--- src/rtl/srl_fifo_ctrl_pkg.sv ---
// Shared definitions for the shift-register FIFO controller.
// - Controller state encoding.
// - A ceiling-log2 helper.
// - The geometry check that the controller runs at elaboration.
// The output-register variant of the controller is selected by the
// FIFO_SRL_OUT_REG_EN macro. This package is the same with or without it.
package srl_fifo_ctrl_pkg;

   // Occupancy class of the shift-register storage.
   typedef enum logic [1:0] {
      EMPTY = 2'd0,
      MID   = 2'd1,
      FULL  = 2'd2
   } fifo_state_e;

   // Smallest r such that 2**r >= value. Returns 0 for value <= 1.
   function automatic int clog2(input int value);
      int r;
      int v;
      r = 0;
      v = value - 1;
      while (v > 0) begin
         r++;
         v = v >> 1;
      end
      return r;
   endfunction

   // True when the read address can reach every storage entry.
   function automatic bit depth_fits(input int addr_width, input int depth);
      return (depth >= 1) && (clog2(depth) <= addr_width);
   endfunction

endpackage

--- src/rtl/srl_fifo_storage.sv ---
// Shift-register storage array for the SRL FIFO.
// - A write shifts din into entry 0, so entry 0 always holds the newest word.
// - dout is a combinational read of the entry selected by addr.
// - The array has no reset.
module srl_fifo_storage
   import srl_fifo_ctrl_pkg::*;
#(
   parameter int DATA_WIDTH = 1,
   parameter int ADDR_WIDTH = 1,
   parameter int DEPTH      = 2
) (
   input  logic                  clk,
   input  logic                  we,
   input  logic [ADDR_WIDTH-1:0] addr,
   input  logic [DATA_WIDTH-1:0] din,
   output logic [DATA_WIDTH-1:0] dout
);

   logic [DATA_WIDTH-1:0] mem [DEPTH];

   // Shift the array by one entry on every write.
   // NOTE: the data array is deliberately left unreset. Occupancy is tracked
   // by the controller, so stale words are never presented as valid. Leaving
   // the array unreset also keeps it mappable onto SRL primitives.
   always_ff @(posedge clk) begin
      if (we) begin
         mem[0] <= din;
         for (int i = 1; i < DEPTH; i++) begin
            mem[i] <= mem[i-1];
         end
      end
   end

   // Read mux over the populated entries. Out-of-range addresses read zero.
   // NOTE: dout is given a default before the loop. Without it, any address
   // that matches no entry would leave dout unassigned and infer a latch.
   always_comb begin
      dout = '0;
      for (int i = 0; i < DEPTH; i++) begin
         if (addr == ADDR_WIDTH'(i)) begin
            dout = mem[i];
         end
      end
   end

endmodule

--- src/rtl/srl_fifo_ctrl.sv ---
// Handshaked FIFO built around the shift-register storage array.
// - Qualifies producer and consumer requests.
// - Generates the storage write-enable and read address.
// - Tracks occupancy.
// - Drives registered full/empty flags.
//
// Optional build macro FIFO_SRL_OUT_REG_EN:
// - Adds an output register and a valid bit, fed by prefetch from storage.
// - Capacity becomes DEPTH+1, and write-to-visible latency becomes 2 cycles.
// - if_dout then has no combinational path from the storage array.
module srl_fifo_ctrl
   import srl_fifo_ctrl_pkg::*;
#(
   parameter int DATA_WIDTH = 1,
   parameter int ADDR_WIDTH = 1,
   parameter int DEPTH      = 2
) (
   input  logic                  clk,
   input  logic                  reset,
   input  logic                  if_write_ce,
   input  logic                  if_write,
   input  logic [DATA_WIDTH-1:0] if_din,
   output logic                  if_full_n,
   input  logic                  if_read_ce,
   input  logic                  if_read,
   output logic [DATA_WIDTH-1:0] if_dout,
   output logic                  if_empty_n,
   output logic [ADDR_WIDTH:0]   if_num_data_valid
);

   // Reject geometries where the read address cannot reach every entry.
   if (!depth_fits(ADDR_WIDTH, DEPTH)) begin : g_cfg_error
      $error("srl_fifo_ctrl: DEPTH=%0d must be >= 1 and <= 2**ADDR_WIDTH (ADDR_WIDTH=%0d)",
             DEPTH, ADDR_WIDTH);
   end

   localparam logic [ADDR_WIDTH:0]   CNT_ONE   = (ADDR_WIDTH+1)'(1);
   localparam logic [ADDR_WIDTH:0]   CNT_DEPTH = (ADDR_WIDTH+1)'(DEPTH);
   localparam logic [ADDR_WIDTH-1:0] ADDR_ONE  = ADDR_WIDTH'(1);

   // External handshake and storage-side push/pop.
   logic push;
   logic pop;
   logic s_push;
   logic s_pop;

   // Storage occupancy state.
   fifo_state_e           state;
   logic [ADDR_WIDTH:0]   count;
   logic [ADDR_WIDTH-1:0] addr;
   logic                  st_empty_n;
   logic                  st_full_n;
   logic [DATA_WIDTH-1:0] stg_dout;

   // A write is accepted only while the storage has room. There is no
   // write-through into a full array, even when a pop happens in the same cycle.
   assign push      = if_write & if_write_ce & st_full_n;
   assign s_push    = push;
   assign if_full_n = st_full_n;

   srl_fifo_storage #(
      .DATA_WIDTH (DATA_WIDTH),
      .ADDR_WIDTH (ADDR_WIDTH),
      .DEPTH      (DEPTH)
   ) u_storage (
      .clk  (clk),
      .we   (s_push),
      .addr (addr),
      .din  (if_din),
      .dout (stg_dout)
   );

`ifdef FIFO_SRL_OUT_REG_EN
   logic                  out_valid;
   logic [DATA_WIDTH-1:0] out_data;

   // The consumer pops the output register. Storage is drained into the
   // output register whenever that register is empty or being emptied.
   assign pop   = if_read & if_read_ce & out_valid;
   assign s_pop = st_empty_n & (~out_valid | pop);

   // Output-register valid bit: set on prefetch, cleared by an unrefilled pop.
   always_ff @(posedge clk) begin
      if (reset) begin
         out_valid <= 1'b0;
      end else if (s_pop) begin
         out_valid <= 1'b1;
      end else if (pop) begin
         out_valid <= 1'b0;
      end
   end

   // Output-register data: capture the storage head on prefetch.
   always_ff @(posedge clk) begin
      if (s_pop) begin
         out_data <= stg_dout;
      end
   end

   assign if_dout           = out_data;
   assign if_empty_n        = out_valid;
   assign if_num_data_valid = count + {{ADDR_WIDTH{1'b0}}, out_valid};
`else
   // The consumer pops the storage directly.
   assign pop   = if_read & if_read_ce & st_empty_n;
   assign s_pop = pop;

   assign if_dout           = stg_dout;
   assign if_empty_n        = st_empty_n;
   assign if_num_data_valid = count;
`endif

   // Occupancy FSM with registered flags. addr always points at the oldest word.
   // NOTE: every state register here is assigned with <=. All reads in this
   // block then see the pre-edge values, so the cycle behaves like a single
   // clock edge no matter how the statements are ordered.
   always_ff @(posedge clk) begin
      if (reset) begin
         state      <= EMPTY;
         count      <= '0;
         addr       <= '0;
         st_empty_n <= 1'b0;
         st_full_n  <= 1'b1;
      end else begin
         unique case (state)
            EMPTY: begin
               if (s_push) begin
                  count      <= CNT_ONE;
                  addr       <= '0;
                  st_empty_n <= 1'b1;
                  if (DEPTH == 1) begin
                     state     <= FULL;
                     st_full_n <= 1'b0;
                  end else begin
                     state <= MID;
                  end
               end
            end
            MID: begin
               if (s_push && !s_pop) begin
                  count <= count + CNT_ONE;
                  addr  <= addr + ADDR_ONE;
                  if (count + CNT_ONE == CNT_DEPTH) begin
                     state     <= FULL;
                     st_full_n <= 1'b0;
                  end
               end else if (s_pop && !s_push) begin
                  count <= count - CNT_ONE;
                  if (count == CNT_ONE) begin
                     state      <= EMPTY;
                     addr       <= '0;
                     st_empty_n <= 1'b0;
                  end else begin
                     addr <= addr - ADDR_ONE;
                  end
               end
               // Simultaneous push and pop leaves count and addr unchanged. The
               // shift moves the next-oldest word under the same address.
            end
            FULL: begin
               if (s_pop) begin
                  count     <= count - CNT_ONE;
                  st_full_n <= 1'b1;
                  if (DEPTH == 1) begin
                     state      <= EMPTY;
                     addr       <= '0;
                     st_empty_n <= 1'b0;
                  end else begin
                     state <= MID;
                     addr  <= addr - ADDR_ONE;
                  end
               end
            end
            default: begin
               state      <= EMPTY;
               count      <= '0;
               addr       <= '0;
               st_empty_n <= 1'b0;
               st_full_n  <= 1'b1;
            end
         endcase
      end
   end

endmodule

--- config.mk ---
export PLATFORM = sky130hd
export DESIGN_NAME = srl_fifo_ctrl
export DESIGN_NICKNAME = d
export VERILOG_FILES = /design/src/rtl/srl_fifo_ctrl_pkg.sv /design/src/rtl/srl_fifo_storage.sv /design/src/rtl/srl_fifo_ctrl.sv
export SDC_FILE = /design/constraint.sdc
export NUM_CORES = 1
export LEC_CHECK = 0
export ABC_CLOCK_PERIOD_IN_PS = 1600
export BUFFER_PORTS_ARGS = -buffer_cell sky130_fd_sc_hd__buf_2
export CORE_UTILIZATION = 30
export CTS_CLUSTER_DIAMETER = 50
export DETAILED_ROUTE_END_ITERATION = 10
export SKIP_CTS_REPAIR_TIMING = 1
export SYNTH_ARGS = -nofsm -noshare
export SYNTH_HDL_FRONTEND = slang
export SYNTH_SLANG_ARGS = --single-unit
--- constraint.sdc ---
create_clock -name clk -period 1.6 [get_ports clk]
set_input_delay 0.24 -clock clk [delete_from_list [all_inputs] [get_ports clk]]
set_output_delay 0.24 -clock clk [all_outputs]
set_load 0.02 [all_outputs]
==> qor.yml <==
cts:
  cts_sinks: 9
  clk_latency_ns: 0.26
  clockRootBuffer: "clkbuf_4"
  clockBufferDepth: 2
  htree_levels: 1
  cts.clk_slew.worst_paths_ns: 0.07
  numCtsBuffers: 3
  cts_tree: "done"
pwr:
  power_switching_share: 0.379
  power_density_mw_per_mm2: 1160
  internal-power_w: 0.000621
  p_total_w: 0.00100
  p_leak_nw: 0.373
  vdd_drop_max_v: 0.00107
  power_switching_w: 0.000379
  p_clk_frac: 0.181
  p_comb_frac: 0.505
  pwr-share-seq: 0.314
grt:
  gr-total-overflow: 0
  track_usage: 0.142
  grt_pass1_vias: 546
  grt_max_degree: 10
  antenna_found_initial: 0
  grt_pass1_wl_um: 2190
final_layout:
  nets: 105
  nFillCells: 193
  n_antenna_cell: 0
  final_common_cell: "buf_4"
  final_cells: 114
  drive_gt1_frac: 0.461
  area_delta_synth_final_pct: 49.0
  final_util: 0.489
  final_cell_mix: "buf_4, buf_2, inv_1"
setup_path:
  r2r_start: "if_empty_n$_SDFFE_PP0P_"
  cp.required_ns: 1.76
  rr_worst_depth: 7
  worstPathCellList: "nand3_4, inv_2, ha_4, a222oi_1, buf_4, mux2i_1, nor2_1"
  crit_arrival_ns: 1.77
  cpPeakStageDelay_ns: 0.37
  rr_endpoint: "if_num_data_valid[1]$_SDFFE_PP0P_"
  regToRegSetupSlack_ns: -0.009
  cp-end-kind: "flip-flop"
  cp-start-kind: "flip-flop"
  crit_fanout: 4
  slowest_stage: "a222oi_1"
  critPathKind: "reg2reg"
min_path:
  hold_class: "in2reg"
  hold_depth: 1
  hold_path_startpoint: "if_din"
  holdPathEnd: "u_storage.mem[0][0]$_DFFE_PP_"
synthesis:
  synth.distinct_cells: 21
  synth_nets: 76
  syn_inst: 61
  syn_avg_cell_area_um2: 9.50
  synth_area_um2: 579
  synth.yosys.seq_area_share: 0.346
  ys_warn_count: 0
  ys_seq_elements: 9
floorplan:
  initial_utilization: 0.328
  die_w_um: 45.9
  io_pins: 12
  rows: 15
  core_mm2: 0.00176
  die_h_um: 45.9
  die_area_mm2: 0.00211
sta:
  rsz0062_at_grt: "true"
  whs_ns: 0.159
  hold_viol_final: 0
  tightest_slew_ns: 0.349
  max_slew_margin: 0.768
  fin_ws_ns: -0.00899
  skew_ns: 0.00314
  fmax_mhz: 622
  fin_crit_ns: 1.61
  fin_crit_sh: 1.01
  setup_violations: 2
  drv_slew: 0
detailed_routing:
  drt-total-wl_um: 1350
  vias: 556
  ant_nets: 0
  first_pass_iters: 4
  post-route-drc-count: 0
  drt_iter0_drc: 19
  vias_per_cell: 4.88
  wl_per_cell_um: 11.8
outcome:
  violations: "negative setup slack"
  status: "finished, violations left"
placed_design:
  io_buffer_count: 11
  placedCellCount: 105
  place_congestion: 0.776
  dp.final_hpwl_um: 1020
run:
  cap_violations: 0
-- final cells by class --
type                       count  area [µm²]  area share
tap                           25        31.3      0.0362
multi-input combinational     43         404       0.468
sequential                     9         209       0.242
inverter                       8        32.5      0.0377
timing repair buffer          25         160       0.186
clock buffer                   4        26.3      0.0304
-- cell families (layout without fill, tap and decap cells) --
kind of cell    count (synthesis)  in the layout  synth area share
compound gates                 15             15             0.175
fa+ha+maj                       8              8             0.173
buf+inv                         9             37            0.0583
flops                           9              9             0.346
mux                             5              5            0.0886
simple gates                   15             15             0.160
-- how the worst max path moves through the flow --
stage,from,endpoint,slack [ns],depth (start not counted)
global placement,if_write,state[0]$_SDFFE_PP0P_,-0.04,9
global route,if_empty_n$_SDFFE_PP0P_,if_num_data_valid[0]$_SDFFE_PP0P_,-0.09,7
CTS,if_full_n$_SDFFE_PP1P_,state[1]$_SDFFE_PP0P_,-0.07,8
detailed placement,if_write,state[1]$_SDFFE_PP0P_,-0.06,9
floorplan,if_empty_n$_SDFFE_PP0P_,if_num_data_valid[0]$_SDFFE_PP0P_,-0.08,6
finish,if_empty_n$_SDFFE_PP0P_,if_num_data_valid[1]$_SDFFE_PP0P_,-0.009,7
-- power by group through the flow --
stage	Combinational, W	Clock [W]	Sequential (W)
after global placement	0.000463	0	0.000316
final	0.000505	0.000181	0.000314
after detailed placement	0.000471	0	0.000318
after floorplan	0.000286	0	0.000345
after CTS	0.000473	0.000180	0.000315
after global routing	0.000555	0.000191	0.000321
-- metrics by stage --
| step | area, µm² | worst slack, ns | TNS (ns) |
|---|---|---|---|
| after detailed placement | 772 | -0.0617 | -0.222 |
| after CTS | 798 | -0.0716 | -0.217 |
| final | 863 | -0.00899 | -0.0156 |
| after global routing | 863 | -0.0946 | -0.365 |
| after floorplan | 622 | -0.0793 | -0.279 |
| after global placement | 772 | -0.0390 | -0.144 |
-- cells in the mapped netlist --
library cell / count / share of area
ha_1: 8 / 0.17
a311oi_1: 1 / 0.015
o21ai_0: 2 / 0.017
edfxtp_1: 2 / 0.10
nor2b_1: 2 / 0.022
nor2_1: 3 / 0.019
buf_1: 1 / 0.0065
nand3_2: 1 / 0.017
nand2b_1: 4 / 0.043
nand3b_1: 2 / 0.026
nand4b_1: 1 / 0.015
a222oi_1: 2 / 0.035
a211oi_1: 1 / 0.013
dfxtp_1: 7 / 0.24
mux2_2: 1 / 0.019
a21oi_1: 6 / 0.052
a221o_1: 1 / 0.017
o21bai_1: 2 / 0.026
nand3_1: 2 / 0.017
mux2i_1: 4 / 0.069
inv_1: 8 / 0.052
-- flip-flops by register name, indices dropped and copies added, names as in the netlist --
signal	cells
if_num_data_valid	2
state	2
u_storage.mem	2
addr	1
if_empty_n	1
if_full_n	1
-- metal layers --
| metal | wire length [µm] | track usage |
|---|---|---|
| met2 | 697 | 0.268 |
| met5 | 0 | 0 |
| met1 | 593 | 0.163 |
| met3 | 58 | 0.0476 |
| met4 | 0 | 0 |
-- critical path: cells and delay by family (launching register included) --
family | cells | cell delay (ns)
AO/OA/AOI/OAI | 1 | 0.37
flip-flops | 1 | 0.35
buffers and inverters | 2 | 0.29
adder cells (fa/ha/maj) | 1 | 0.19
multiplexers | 1 | 0.18
AND/OR/NAND/NOR | 2 | 0.14
Power figures use the tool's default switching activity.
